File: src/rtl/reg_ctx_mover_pkg.sv
// Shared types and constants for the register-context mover.
package reg_ctx_mover_pkg;

  typedef enum logic [2:0] {
    IDLE     = 3'd0,
    SAVE_REQ = 3'd1,
    RD_REQ   = 3'd2,
    RD_WB    = 3'd3,
    DONE     = 3'd4,
    CHK_REQ  = 3'd5,
    CHK_WB   = 3'd6
  } state_e;

  localparam int unsigned CTX_NUM_REGS = 32;
  localparam int unsigned REG_IDX_W    = 5;
  localparam int unsigned PC_SLOT      = 0;
  localparam int unsigned CHK_OFFSET   = CTX_NUM_REGS;

endpackage

File: src/rtl/reg_ctx_mover_addr_gen.sv
// Slot counter for the context block: idx, base+idx (or base+CHK_OFFSET) and last-slot flag.
module ctx_addr_gen
  import reg_ctx_mover_pkg::*;
#(
  parameter int unsigned ADDR_WIDTH = 32,
  parameter int unsigned NUM_REGS   = CTX_NUM_REGS,
  parameter int unsigned IDX_W      = $clog2(NUM_REGS)
) (
  input  logic                  clk,
  input  logic                  reset_n,
  input  logic                  clr_i,
  input  logic                  inc_i,
  input  logic                  chk_sel_i,
  input  logic [ADDR_WIDTH-1:0] base_i,
  output logic [IDX_W-1:0]      idx_o,
  output logic [ADDR_WIDTH-1:0] addr_o,
  output logic                  last_o
);

  logic [IDX_W-1:0] idx_q;

  // NOTE: sequential state uses non-blocking assignments so every flop samples pre-edge values.
  always_ff @(posedge clk) begin
    if (!reset_n) begin
      idx_q <= '0;
    end else if (clr_i) begin
      idx_q <= '0;
    end else if (inc_i) begin
      idx_q <= idx_q + IDX_W'(1);
    end
  end

  // Address arithmetic wraps naturally at 2^ADDR_WIDTH.
  assign addr_o = base_i + (chk_sel_i ? ADDR_WIDTH'(CHK_OFFSET) : ADDR_WIDTH'(idx_q));
  assign last_o = (idx_q == IDX_W'(NUM_REGS - 1));
  assign idx_o  = idx_q;

endmodule

File: src/rtl/reg_ctx_mover.sv
// Moves one register bank to/from a memory context block (SAVE / RESTORE).
// Optional CTX_CHECKSUM_EN appends an XOR checksum word and a chk_err output.
module reg_ctx_mover
  import reg_ctx_mover_pkg::*;
#(
  parameter int unsigned DATA_WIDTH = 32,
  parameter int unsigned ADDR_WIDTH = 32,
  parameter int unsigned NUM_REGS   = CTX_NUM_REGS
) (
  input  logic                  clk,
  input  logic                  reset_n,
  input  logic                  start,
  input  logic                  cmd_save,
  input  logic                  bank_sel,
  input  logic [ADDR_WIDTH-1:0] base_addr,
  input  logic [DATA_WIDTH-1:0] proc_pc,
  output logic [REG_IDX_W-1:0]  rf_rd_addr,
  output logic                  rf_rd_bank,
  input  logic [DATA_WIDTH-1:0] rf_rd_data,
  output logic                  rf_wr_en,
  output logic [REG_IDX_W-1:0]  rf_wr_addr,
  output logic                  rf_wr_bank,
  output logic [DATA_WIDTH-1:0] rf_wr_data,
  output logic                  mem_req,
  output logic                  mem_we,
  output logic [ADDR_WIDTH-1:0] mem_addr,
  output logic [DATA_WIDTH-1:0] mem_wdata,
  input  logic                  mem_ack,
  input  logic [DATA_WIDTH-1:0] mem_rdata,
  output logic                  busy,
  output logic                  done,
  output logic [DATA_WIDTH-1:0] restored_pc
`ifdef CTX_CHECKSUM_EN
  ,
  output logic                  chk_err
`endif
);

  localparam int unsigned IDX_W = $clog2(NUM_REGS);

  state_e                state_q;
  logic                  save_q;
  logic                  bank_q;
  logic [ADDR_WIDTH-1:0] base_q;
  logic [DATA_WIDTH-1:0] pc_q;
  logic [DATA_WIDTH-1:0] rdata_q;
  logic [DATA_WIDTH-1:0] restored_pc_q;
`ifdef CTX_CHECKSUM_EN
  logic [DATA_WIDTH-1:0] chk_q;
  logic                  chk_err_q;
`endif

  logic [IDX_W-1:0]      idx;
  logic [ADDR_WIDTH-1:0] slot_addr;
  logic                  last_slot;
  logic                  accept;
  logic                  idx_clr;
  logic                  idx_inc;
  logic                  pc_slot;
  logic [DATA_WIDTH-1:0] save_word;

  assign accept    = (state_q == IDLE) && start;
  assign idx_clr   = accept || (state_q == DONE);
  assign idx_inc   = ((state_q == SAVE_REQ && mem_ack) || state_q == RD_WB) && !last_slot;
  assign pc_slot   = (idx == IDX_W'(PC_SLOT));
  assign save_word = pc_slot ? pc_q : rf_rd_data;

  ctx_addr_gen #(
    .ADDR_WIDTH (ADDR_WIDTH),
    .NUM_REGS   (NUM_REGS),
    .IDX_W      (IDX_W)
  ) u_addr_gen (
    .clk       (clk),
    .reset_n   (reset_n),
    .clr_i     (idx_clr),
    .inc_i     (idx_inc),
    .chk_sel_i (state_q == CHK_REQ),
    .base_i    (base_q),
    .idx_o     (idx),
    .addr_o    (slot_addr),
    .last_o    (last_slot)
  );

  always_ff @(posedge clk) begin
    if (!reset_n) begin
      state_q       <= IDLE;
      save_q        <= 1'b0;
      bank_q        <= 1'b0;
      base_q        <= '0;
      pc_q          <= '0;
      rdata_q       <= '0;
      restored_pc_q <= '0;
`ifdef CTX_CHECKSUM_EN
      chk_q         <= '0;
      chk_err_q     <= 1'b0;
`endif
    end else begin
      case (state_q)
        IDLE: begin
          if (start) begin
            save_q  <= cmd_save;
            bank_q  <= bank_sel;
            base_q  <= base_addr;
            pc_q    <= proc_pc;
            state_q <= cmd_save ? SAVE_REQ : RD_REQ;
`ifdef CTX_CHECKSUM_EN
            chk_q     <= '0;
            chk_err_q <= 1'b0;
`endif
          end
        end
        SAVE_REQ: begin
          if (mem_ack) begin
`ifdef CTX_CHECKSUM_EN
            chk_q <= chk_q ^ save_word;
            if (last_slot) state_q <= CHK_REQ;
`else
            if (last_slot) state_q <= DONE;
`endif
          end
        end
        RD_REQ: begin
          if (mem_ack) begin
            rdata_q <= mem_rdata;
            state_q <= RD_WB;
          end
        end
        RD_WB: begin
          if (pc_slot) restored_pc_q <= rdata_q;
`ifdef CTX_CHECKSUM_EN
          chk_q   <= chk_q ^ rdata_q;
          state_q <= last_slot ? CHK_REQ : RD_REQ;
`else
          state_q <= last_slot ? DONE : RD_REQ;
`endif
        end
`ifdef CTX_CHECKSUM_EN
        CHK_REQ: begin
          if (mem_ack) begin
            rdata_q <= mem_rdata;
            state_q <= save_q ? DONE : CHK_WB;
          end
        end
        CHK_WB: begin
          chk_err_q <= (rdata_q != chk_q);
          state_q   <= DONE;
        end
`endif
        DONE:    state_q <= IDLE;
        default: state_q <= IDLE;
      endcase
    end
  end

  // NOTE: every output gets a default first so no path through the case infers a latch.
  always_comb begin
    mem_req    = 1'b0;
    mem_we     = 1'b0;
    mem_addr   = '0;
    mem_wdata  = '0;
    rf_rd_addr = '0;
    rf_rd_bank = 1'b0;
    rf_wr_en   = 1'b0;
    rf_wr_addr = '0;
    rf_wr_bank = 1'b0;
    rf_wr_data = '0;
    case (state_q)
      SAVE_REQ: begin
        mem_req    = 1'b1;
        mem_we     = 1'b1;
        mem_addr   = slot_addr;
        mem_wdata  = save_word;
        rf_rd_addr = REG_IDX_W'(idx);
        rf_rd_bank = bank_q;
      end
      RD_REQ: begin
        mem_req  = 1'b1;
        mem_addr = slot_addr;
      end
      RD_WB: begin
        if (!pc_slot) begin
          rf_wr_en   = 1'b1;
          rf_wr_addr = REG_IDX_W'(idx);
          rf_wr_bank = bank_q;
          rf_wr_data = rdata_q;
        end
      end
      CHK_REQ: begin
        mem_req  = 1'b1;
        mem_we   = save_q;
        mem_addr = slot_addr;
`ifdef CTX_CHECKSUM_EN
        mem_wdata = save_q ? chk_q : '0;
`endif
      end
      default: ;
    endcase
  end

  assign busy        = (state_q != IDLE) && (state_q != DONE);
  assign done        = (state_q == DONE);
  assign restored_pc = restored_pc_q;
`ifdef CTX_CHECKSUM_EN
  assign chk_err     = chk_err_q;
`endif

endmodule

File: config.mk
export PLATFORM = sky130hd
export DESIGN_NAME = reg_ctx_mover
export DESIGN_NICKNAME = d
export VERILOG_FILES = /design/src/rtl/reg_ctx_mover_pkg.sv /design/src/rtl/reg_ctx_mover_addr_gen.sv /design/src/rtl/reg_ctx_mover.sv
export SDC_FILE = /design/constraint.sdc
export NUM_CORES = 1
export LEC_CHECK = 0
export ABC_AREA = 1
export CORE_AREA = 2 2 129 131
export DETAILED_ROUTE_END_ITERATION = 7
export DIE_AREA = 0 0 131 133
export PLACE_DENSITY = 0.82
export SLEW_MARGIN = 40
export SYNTH_ARGS = -nofsm -noshare
export SYNTH_HDL_FRONTEND = slang
export SYNTH_SLANG_ARGS = --single-unit
File: constraint.sdc
create_clock -name clk -period 2.8 [get_ports clk]
set_input_delay 0.42 -clock clk [delete_from_list [all_inputs] [get_ports clk]]
set_output_delay 0.42 -clock clk [all_outputs]
set_load 0.02 [all_outputs]
==> results.md, run 1 <==
- Status: complete, but fails checks
- Failing checks: setup timing
- Initial Utilization: 43.1%
- Mapped Nets: about 1,200
- Core area: approximately 0.016 mm²
- Deepest clock path buffer count: 2
- Hold Path End: pc_q[2]
- Overall routed net length: 27,200 µm
- First-pass GRT wire length: between 40,000 and 50,000 µm
- Placed cells: 1,572
- Antenna violations before repair: 0
- Via count: ~8,600
- Reg-to-reg endpoint: restored_pc[29]
- CP Data Arrival Time: around 2.6 ns
- Unrepaired setup endpoints after global routing: true
- Count of final setup violators: 28
- Worst Hold Class: reg2reg
- # DRC: 0
- Final Cycle Share: 107%
- Combinational Power Share: 44.0%
- Die area: between 0.015 and 0.02 mm²
- Chip Height: 133 µm
- VDD IR-drop max: roughly 0.45 mV
- Top delay family on crit path: simple AND/OR/NAND/NOR gates
- DR iter-0 viols: 840
- PortBufs: 278
- Reg2Reg Setup Slack: 0.82 ns
- Post-DRT Antenna Nets: 0
- Row count: 47
- CTS sink count: ~140
- Final Hold Violating Endpoints: 0
- Most common cell after layout, fill and taps aside: nor2_1
- Largest net degree at the start of global routing: 57
- Drt pass-1 iters: 7
- CP Buf/Inv Count: 5
- Pwr dens: just under 800 mW/mm²
- Crit. path cell count: 15
- WHS Path Cells: 2
- Worst-path clk slew: about 0.060 ns
- Post-Syn Area per Cell: 6.37 µm²
- H-tree Lvls: 4
- Finished Layout Cells: roughly 1,600
- Setup ws final: -0.202 ns
- Worst Clk Skew: ~0.013 ns
- Synth Warn #: 0
- Mapped cell area: roughly 0.007 mm²
- Fin crit period: between 3 and 4 ns
- Sw power: between 3 and 4 mW
- Wire length per cell: approximately 17 µm
- CTS root buf: clkbuf_16
- TritonCTS buffer count: 17
- Worst Tran Pin Value: ~0.63 ns
- Remaining Overflow, GRT: 0
- R2R Path Start: u_addr_gen.idx_o[1]
- Total track usage: 30.0%
- Int Power: slightly above 5 mW
- # IOs: ~280
- Worst Path Required: around 2.4 ns
- LEAKAGE: just over 5 nW
- Maxcap violations: 0
- Crit-path max FO: 6
- Area Growth Syn to Fin: 62.2%
- Sequential-to-total area share from yosys stat: 39.7%
- CTS tree: yes
- Chip width: 131 µm
- Vias in the first global route: 8,231
- Synth Register Bits: roughly 140
- Max-slew violations: 0
- Seq pwr share: a little under a third
- Reg2reg path depth: 9
- Final setup TNS: -3.72 ns
- Hold Crit Start: pc_q[2]
- Critical Path Source Type: register
- Fraction of final layout cells sized beyond drive strength 1: between 10% and 20%
- Critical Path End Type: primary output
- Slowest CP cell: dfxtp_2
- Most frequent cells in the layout: nor2_1, clkdlybuf4s50_1, nand2_1
- Placer Congestion: about 1
- Detail Placement HPWL: approximately 18,000 µm
- Clk pwr share: around a quarter
- Clk Latency, worst-skew pair: 0.42 ns
- Number of distinct library cells after synthesis: 30
- Critical path cell sequence: inv_2 > nor3_4 > inv_2 > nand2_2 > inv_2 > ha_4 > nand2_2 > nand2_4 > a21oi_4 > nand2_4 > buf_4 > nand2_2 > o21ai_1 > a21oi_1 > buf_4
- Slowest cell delay on critical path: around 0.33 ns
- Crit Path Category: reg2out
- Max Fclk: 333 MHz
- Switch share: just over 40%
- Vias per cell: between 5 and 6
- Slew HR: approximately 58%
- Nets: ~1,500
- Cells after Synth: roughly 1,100
## synthesized netlist by cell type (all sizes together)
master	n	share of area, %
nand3b	1	0.11
a21oi	88	6.3
o21ai	161	12
nand3	60	4.4
and2	3	0.27
fa	1	0.29
clkinv	1	0.054
ha	9	1.6
a211oi	2	0.22
nor3	9	0.65
xor2	1	0.13
xnor2	2	0.25
or2	2	0.18
o211ai	1	0.11
nand2	188	10
nor2	253	14
nand4	6	0.63
clkbuf	38	2.0
buf	22	1.6
a31oi	1	0.090
dfxtp	138	40
inv	107	5.8
## registers in the layout, indices dropped and copies added, names as in the netlist
name,count
base_q,32
pc_q,32
rdata_q,32
restored_pc,32
u_addr_gen.idx_o,5
state_q,3
bank_q,1
save_q,1
## timing repair
action | in CTS | in global routing
pin swaps | 25 | 43
endpoints found under the setup margin | 101 | 84
hold buffers | 0 | 0
resized for setup | 289 | 100
gates cloned | 2 | 1
setup buffers | 10 | 7
## per-stage QoR
stage	setup slack, ns	util [%]	hold WS, ns	cell area [µm²]	total power [mW]
floorplan	0.0766	-	0.430	6970	4.71
global placement	-0.373	62.5	0.447	10100	6.14
detailed placement	-0.529	62.5	0.449	10100	6.21
CTS	-0.174	67.6	0.458	10900	8.52
global route	-0.323	69.9	0.496	11300	9.23
finish	-0.202	69.9	0.466	11300	8.77
## layout make-up
class	count	area (µm²)
Antenna cell	1	2.50
Clock buffer	17	425
Clock inverter	13	146
Fill cell	1283	4870
Inverter	108	413
Multi-Input combinational cell	789	4020
Sequential cell	138	2770
Tap cell	220	275
Timing Repair Buffer	337	3250
## routing by layer
metal | part of all wire, % | vias up | global-route usage [%]
li1 | - | 4092 | -
met1 | 37 | 3967 | 33.9
met2 | 49 | 419 | 49.5
met3 | 9.9 | 97 | 11.2
met4 | 3.8 | 0 | 14.5
met5 | 0 | - | 0
## power by group through the flow
stage / logic [mW] / registers [mW] / clock network [mW]
2_1_floorplan: 2.00 / 2.72 / 0
3_3_place_gp: 3.47 / 2.67 / 0
3_5_place_dp: 3.53 / 2.68 / 0
4_1_cts: 3.63 / 2.66 / 2.24
5_1_grt: 4.17 / 2.72 / 2.34
6_report: 3.86 / 2.68 / 2.23
## kinds of logic (layout without fill, tap and decap cells)
logic type	after synthesis	in the layout	share of synthesized area, %
AO/OA/AOI/OAI	253	253	18.3
XOR/XNOR	3	3	0.377
adder cells (fa/ha/maj)	10	10	1.90
buffers and inverters	168	475	9.46
flip-flops	138	138	39.7
other	0	1	0
AND/OR/NAND/NOR	522	523	30.3
## worst max-delay path by stage
stage | from | end | slack, ns
2_1_floorplan | state_q[1] | mem_addr[15] | 0.08
3_3_place_gp | state_q[2] | mem_addr[7] | -0.37
3_5_place_dp | state_q[2] | mem_addr[7] | -0.53
4_1_cts | state_q[0] | mem_addr[20] | -0.17
5_1_grt | state_q[0] | mem_addr[8] | -0.32
6_report | state_q[0] | mem_addr[11] | -0.20
## worst reg2reg max path, delay by kind of cell (launching register included)
family	cells	cell delay [ns]
buf+inv	4	0.80
simple gates	3	0.40
fa+ha+maj	1	0.21
flops	1	0.33
compound gates	1	0.17
Note: power is estimated with default switching activity, not from simulation.
==> run 2: changes to the inputs <==
- CTS_CLUSTER_SIZE: default -> 20
==> results of run 2 <==
Final layout, timing and power as in run 1 (identical DEF).
==> run 3: changes to the inputs <==
- PLACE_DENSITY: 0.82 -> default
- PLACE_DENSITY_LB_ADDON: default -> 0.25
==> results.md, run 3 (synthesized netlist as in run 1, its figures left out) <==
- CTS tree: yes
- Final Hold Violating Endpoints: 0
- Vias per cell: 5.07
- Finished Layout Cells: 1,613
- # IOs: approximately 280
- Overall routed net length: between 20,000 and 25,000 µm
- Fin crit period: around 3.0 ns
- Setup ws final: -0.170 ns
- Critical Path Source Type: register
- Most frequent cells in the layout: nor2_1, clkdlybuf4s50_1, nand2_1
- Reg-to-reg endpoint: restored_pc[13]
- Worst Tran Pin Value: 0.687 ns
- First-pass GRT wire length: 38,500 µm
- DP Worst Slack: -0.360 ns
- Hold_ws: between 0.4 and 0.5 ns
- Fin util: 68.8%
- Filler cells: 1,388
- Largest net degree at the start of global routing: 80
- Count of final setup violators: 28
- Initial Utilization: a little over two fifths
- Pwr dens: between 700 and 800 mW/mm²
- Fraction of final layout cells sized beyond drive strength 1: around 17%
- Deepest clock path buffer count: 2
- TritonCTS buffer count: 17
- Worst Clk Skew: between 0.007 and 0.008 ns
- CTS sink count: about 140
- CTS root buf: clkbuf_16
- Status: complete, but fails checks
- Maxcap violations: 0
- CP Data Arrival Time: about 2.6 ns
- Finished Cell Area: approximately 0.011 mm²
- Nets: roughly 1,500
- Area Growth Syn to Fin: 59.8%
- VDD IR-drop max: slightly below 0.7 mV
- Ant. Diodes: 0
- Core area: ~0.016 mm²
- Dpl cell area: between 0.01 and 0.015 mm²
- H-tree Lvls: 4
- Chip Height: between 100 and 150 µm
- Reg2Reg Setup Slack: about 0.53 ns
- Most common cell after layout, fill and taps aside: nor2_1
- Crit-path max FO: 6
- Crit Path Category: reg2out
- Total track usage: 28.0%
- Wire length per cell: 15.4 µm
- Antenna violations before repair: 0
- Die area: 0.0174 mm²
- PortBufs: 278
- Slew HR: between 50% and 60%
- Remaining Overflow, GRT: 0
- Detail Placement HPWL: roughly 17,000 µm
- Placed cells: 1,574
- # DRC: 0
- Via count: 8,182
- Unrepaired setup endpoints after global routing: true
- Clk Latency, worst-skew pair: ~0.42 ns
- Placer Congestion: around 0.91
- Row count: 47
- WHS Path Cells: 3
- Final Cycle Share: 106%
- Reg2reg path depth: 12
- Worst Path Required: 2.38 ns
- Hold Crit Start: reset_n
- Worst Hold Class: in2reg
- Critical Path End Type: primary output
- LEAKAGE: ~4.9 nW
- Area occupied by multi-input gates: just under 0.004 mm²
- Max-slew violations: 0
- Drt pass-1 iters: 5
- Vias in the first global route: roughly 7,700
- Hold Path End: pc_q[0]
- DR iter-0 viols: 459
- Worst-path clk slew: roughly 0.060 ns
- Post-DRT Antenna Nets: 0
- Failing checks: setup timing
- Reg area: 0.00277 mm²
- R2R Path Start: state_q[2]
- Max Fclk: 337 MHz
- Chip width: between 100 and 150 µm
-- run 3: cell types whose count changed in the layout (fill, tap and decap cells not counted), sizes merged, moves of 3 or more --
cell           delta
clkdlybuf4s15    +10
clkinvlp          -3
buf               -7
bufinv            +3
clkdlybuf4s50     -7
dlygate4sd2       -9
dlymetal6s2s      -3
clkbuf           +11
-- run 3: final cells by class --
class,instances,area share (%)
clock buffers,22,4.26
inverters,108,3.69
repair buffers,327,27.7
clock inverters,10,1.69
flip-flops and latches,138,24.9
multi-input cells,788,35.3
well taps,220,2.47
-- run 3: power breakdown --
part,internal [mW],total (mW),switching [mW]
logic,1.38,3.65,2.27
clock network,1.65,2.51,0.860
registers,2.38,2.66,0.284
-- run 3: worst max path at each step --
| stage | slack (ns) | cells past startpoint | from | to |
|---|---|---|---|---|
| after global placement | -0.33 | 16 | state_q[2] | mem_addr[16] |
| after CTS | -0.13 | 17 | state_q[0] | mem_addr[28] |
| after detailed placement | -0.36 | 15 | state_q[0] | mem_addr[20] |
| after global routing | -0.28 | 17 | state_q[0] | mem_addr[20] |
| after floorplan | 0.08 | 13 | state_q[1] | mem_addr[15] |
| final | -0.17 | 16 | state_q[0] | mem_addr[20] |
-- run 3: worst max-delay path, cell delays in order (launching register included) --
cell,delay [ns]
dfxtp_2,0.32
inv_2,0.08
nor3_4,0.05
inv_2,0.09
buf_4,0.13
nand2_4,0.05
buf_4,0.14
fa_2,0.38
nor2_2,0.16
or2_4,0.18
nand2_4,0.07
nand2_8,0.10
nand2_2,0.06
nand2_1,0.05
nand2_1,0.04
nor2_1,0.10
buf_4,0.14
-- run 3: per-layer routing --
layer / GRT usage, % / part of all wire (%) / up-vias / wire, µm
met5: 0 / 0 / - / 0
met4: 11.3 / 3.1 / 0 / 775
met3: 7.80 / 7.1 / 65 / 1760
met2: 46.8 / 50 / 288 / 12300
met1: 33.6 / 40 / 3749 / 10000
li1: - / - / 4080 / -
-- run 3: timing repair --
item,4_1_cts,5_1_grt
buffers inserted,3,3
pin swaps,17,30
endpoints found under the setup margin,101,66
resized for setup,304,100
hold buffers,0,0
gates cloned,1,0
-- run 3: per-stage QoR --
stage / power (mW) / TNS (ns)
4_1_cts: 8.79 / -1.26
2_1_floorplan: 4.71 / 0
3_5_place_dp: 6.19 / -6.84
5_1_grt: 9.32 / -6.19
6_report: 8.83 / -2.61
3_3_place_gp: 6.14 / -6.22
==> variant, RTL diff (config.mk and constraints of run 2) <==
Add a define of `CTX_CHECKSUM_EN`.
--- a/src/rtl/reg_ctx_mover.sv
+++ b/src/rtl/reg_ctx_mover.sv
@@ -1,5 +1,7 @@
 // Moves one register bank to/from a memory context block (SAVE / RESTORE).
 // Optional CTX_CHECKSUM_EN appends an XOR checksum word and a chk_err output.
+`define CTX_CHECKSUM_EN
+
 module reg_ctx_mover
   import reg_ctx_mover_pkg::*;
 #(
Formal check against the unedited RTL (old outputs only; new: chk_err): no difference found for any inputs over 4 cycles, from zero or initial values and one cycle with reset_n low; that may be too few to reach the edited logic, so the function may still have changed.
==> variant against run 2 <==
The run still ends with negative setup slack left; highest routed layer unchanged; wire length grew 39%; clock skew grew 7.4 ps; area after synthesis grew 34%; design area grew 21%; critical path depth grew 4; worst setup slack lost 37 ps; sequential cell count grew 33; power grew 36%.
==> variant: results (changes against run 2) <==
run_status:
  outcome: "finished with violations"
  violations: "negative setup slack"
grt:
  grt_max_degree: 92  # +61%
  grt_pass1_wl_mm: 55.74  # +36%
critical_path:
  r2r-end: "restored_pc[21]"
  r2r_slack_ps: 270  # -550 ps
  crit_arrival_ps: 2620  # +40 ps
  r2r_cells: 13  # +4
  r2r-start: "u_addr_gen.idx_o[0]"
sta:
  finalSetupViolCount: 28  # unchanged
  setup_ws_ps: -238.7  # -36.98 ps
  final.setup.tns_ps: -2468  # +1249 ps
  clock_skew_ps: 19.95  # +7.357 ps
  worst_pin_slew_ps: 846.6  # +218.4 ps
  hold_ws_ps: 427.0  # -39.30 ps
place:
  placedCellCount: 2004  # +27%
  pre_cts_slack_ps: -293.1  # +235.5 ps
  place_hpwl_mm: 24.95  # +42%
  io_buffers: 279  # +0.36%
pwr:
  power_leakage_nw: 6.129  # +21%
  irDropWorstVdd_mv: 0.7098  # +57%
route:
  drtIter0Drc: 1286  # +53%
  vias: 11859  # +38%
synth:
  syn_inst: 1515  # +38%
  yosys-top-cells-area: "dfxtp_1 (37%), nand2_1 (16%), nor2_1 (9.6%)"
  yosysSeqAreaShare: 0.3665  # -0.03009
  netlist_top_cells_count: "nand2_1 (399), nor2_1 (239), dfxtp_1 (171)"
  ys_types: 32  # +6.7%
hold_path:
  holdPathEnd: "bank_q"
  hold_path_depth: 3  # +1
cells_and_area:
  n_antenna_cell: 0  # -1
  layout.cells.non_filler: 2054  # +27%
[variant: metal layers]
layer | vias to the layer above | global-route usage | part of all wire
met5 | - | 0 | 0
met4 | 0 | 0.3091 | 0.093
met3 | 244 | 0.08573 | 0.089
met2 | 807 | 0.6908 | 0.48
met1 | 5343 | 0.4426 | 0.34
li1 | 5465 | - | -
[variant: critical path, cell delays in order (launching register included)]
cell     delay (ps)
dfxtp_2         330
inv_2            50
nand3_4          90
buf_6           110
nand2_2          40
inv_2            60
ha_4            130
inv_2            40
fa_2            340
inv_2            80
nand3_2          70
nand3_2          90
nand2_1          60
o21ai_1          70
buf_4           160
nand2_2          40
nand2_1          50
nand2_1          50
nor2_1          140
buf_4           170
[variant: how the worst max path moves through the flow]
| stage | startpoint | to | slack (ps) | depth (start not counted) |
|---|---|---|---|---|
| 6_report | state_q[1] | mem_addr[24] | -240 | 19 |
| 2_1_floorplan | state_q[1] | mem_addr[18] | 20 | 13 |
| 3_5_place_dp | state_q[1] | mem_addr[15] | -290 | 14 |
| 5_1_grt | state_q[1] | mem_addr[24] | -320 | 19 |
| 4_1_cts | state_q[1] | mem_addr[24] | -180 | 19 |
| 3_3_place_gp | state_q[1] | mem_addr[28] | -210 | 17 |
[variant: cell families (layout without fill, tap and decap cells)]
group,count (synthesis),after routing,share of synthesized area
AOI/OAI and AO/OA,333,333,0.1812
DFF,171,171,0.3665
adders and majority gates,10,10,0.01420
and+or+nand+nor,754,755,0.3228
buffers and inverters,229,547,0.09845
xor gates and xnor gates,18,18,0.01688
[variant: stage by stage]
step | utilization | power (mW) | cell area (um2)
after detailed placement | 0.7824 | 8.663 | 12650
after global routing | 0.8453 | 12.44 | 13670
final | 0.8453 | 11.90 | 13670
after floorplan | - | 6.575 | 9366
after global placement | 0.7807 | 8.488 | 12620
after CTS | 0.8331 | 11.31 | 13470
[variant: report_power, final]
| group | internal (mW) | switching, mW |
|---|---|---|
| clock | 1.39 | 1.21 |
| sequential | 2.97 | 0.545 |
| combinational | 2.11 | 3.67 |
[variant: area by class of cell]
cell class / instances / area, um2
Clock buffer: 17 / 425.4
Clock inverter: 15 / 221.5
Fill cell: 962 / 2502
Inverter: 157 / 599.3
Multi-Input combinational cell: 1116 / 5509
Sequential cell: 171 / 3427
Tap cell: 220 / 275.3
Timing Repair Buffer: 358 / 3212
[variant: what timing repair did]
item                                    CTS  global route
endpoints found under the setup margin   99           101
cloned                                    1             2
hold endpoints to repair                  0             0
buffers inserted                          5             9
pin swaps                                19            23
resized for setup                       353           203
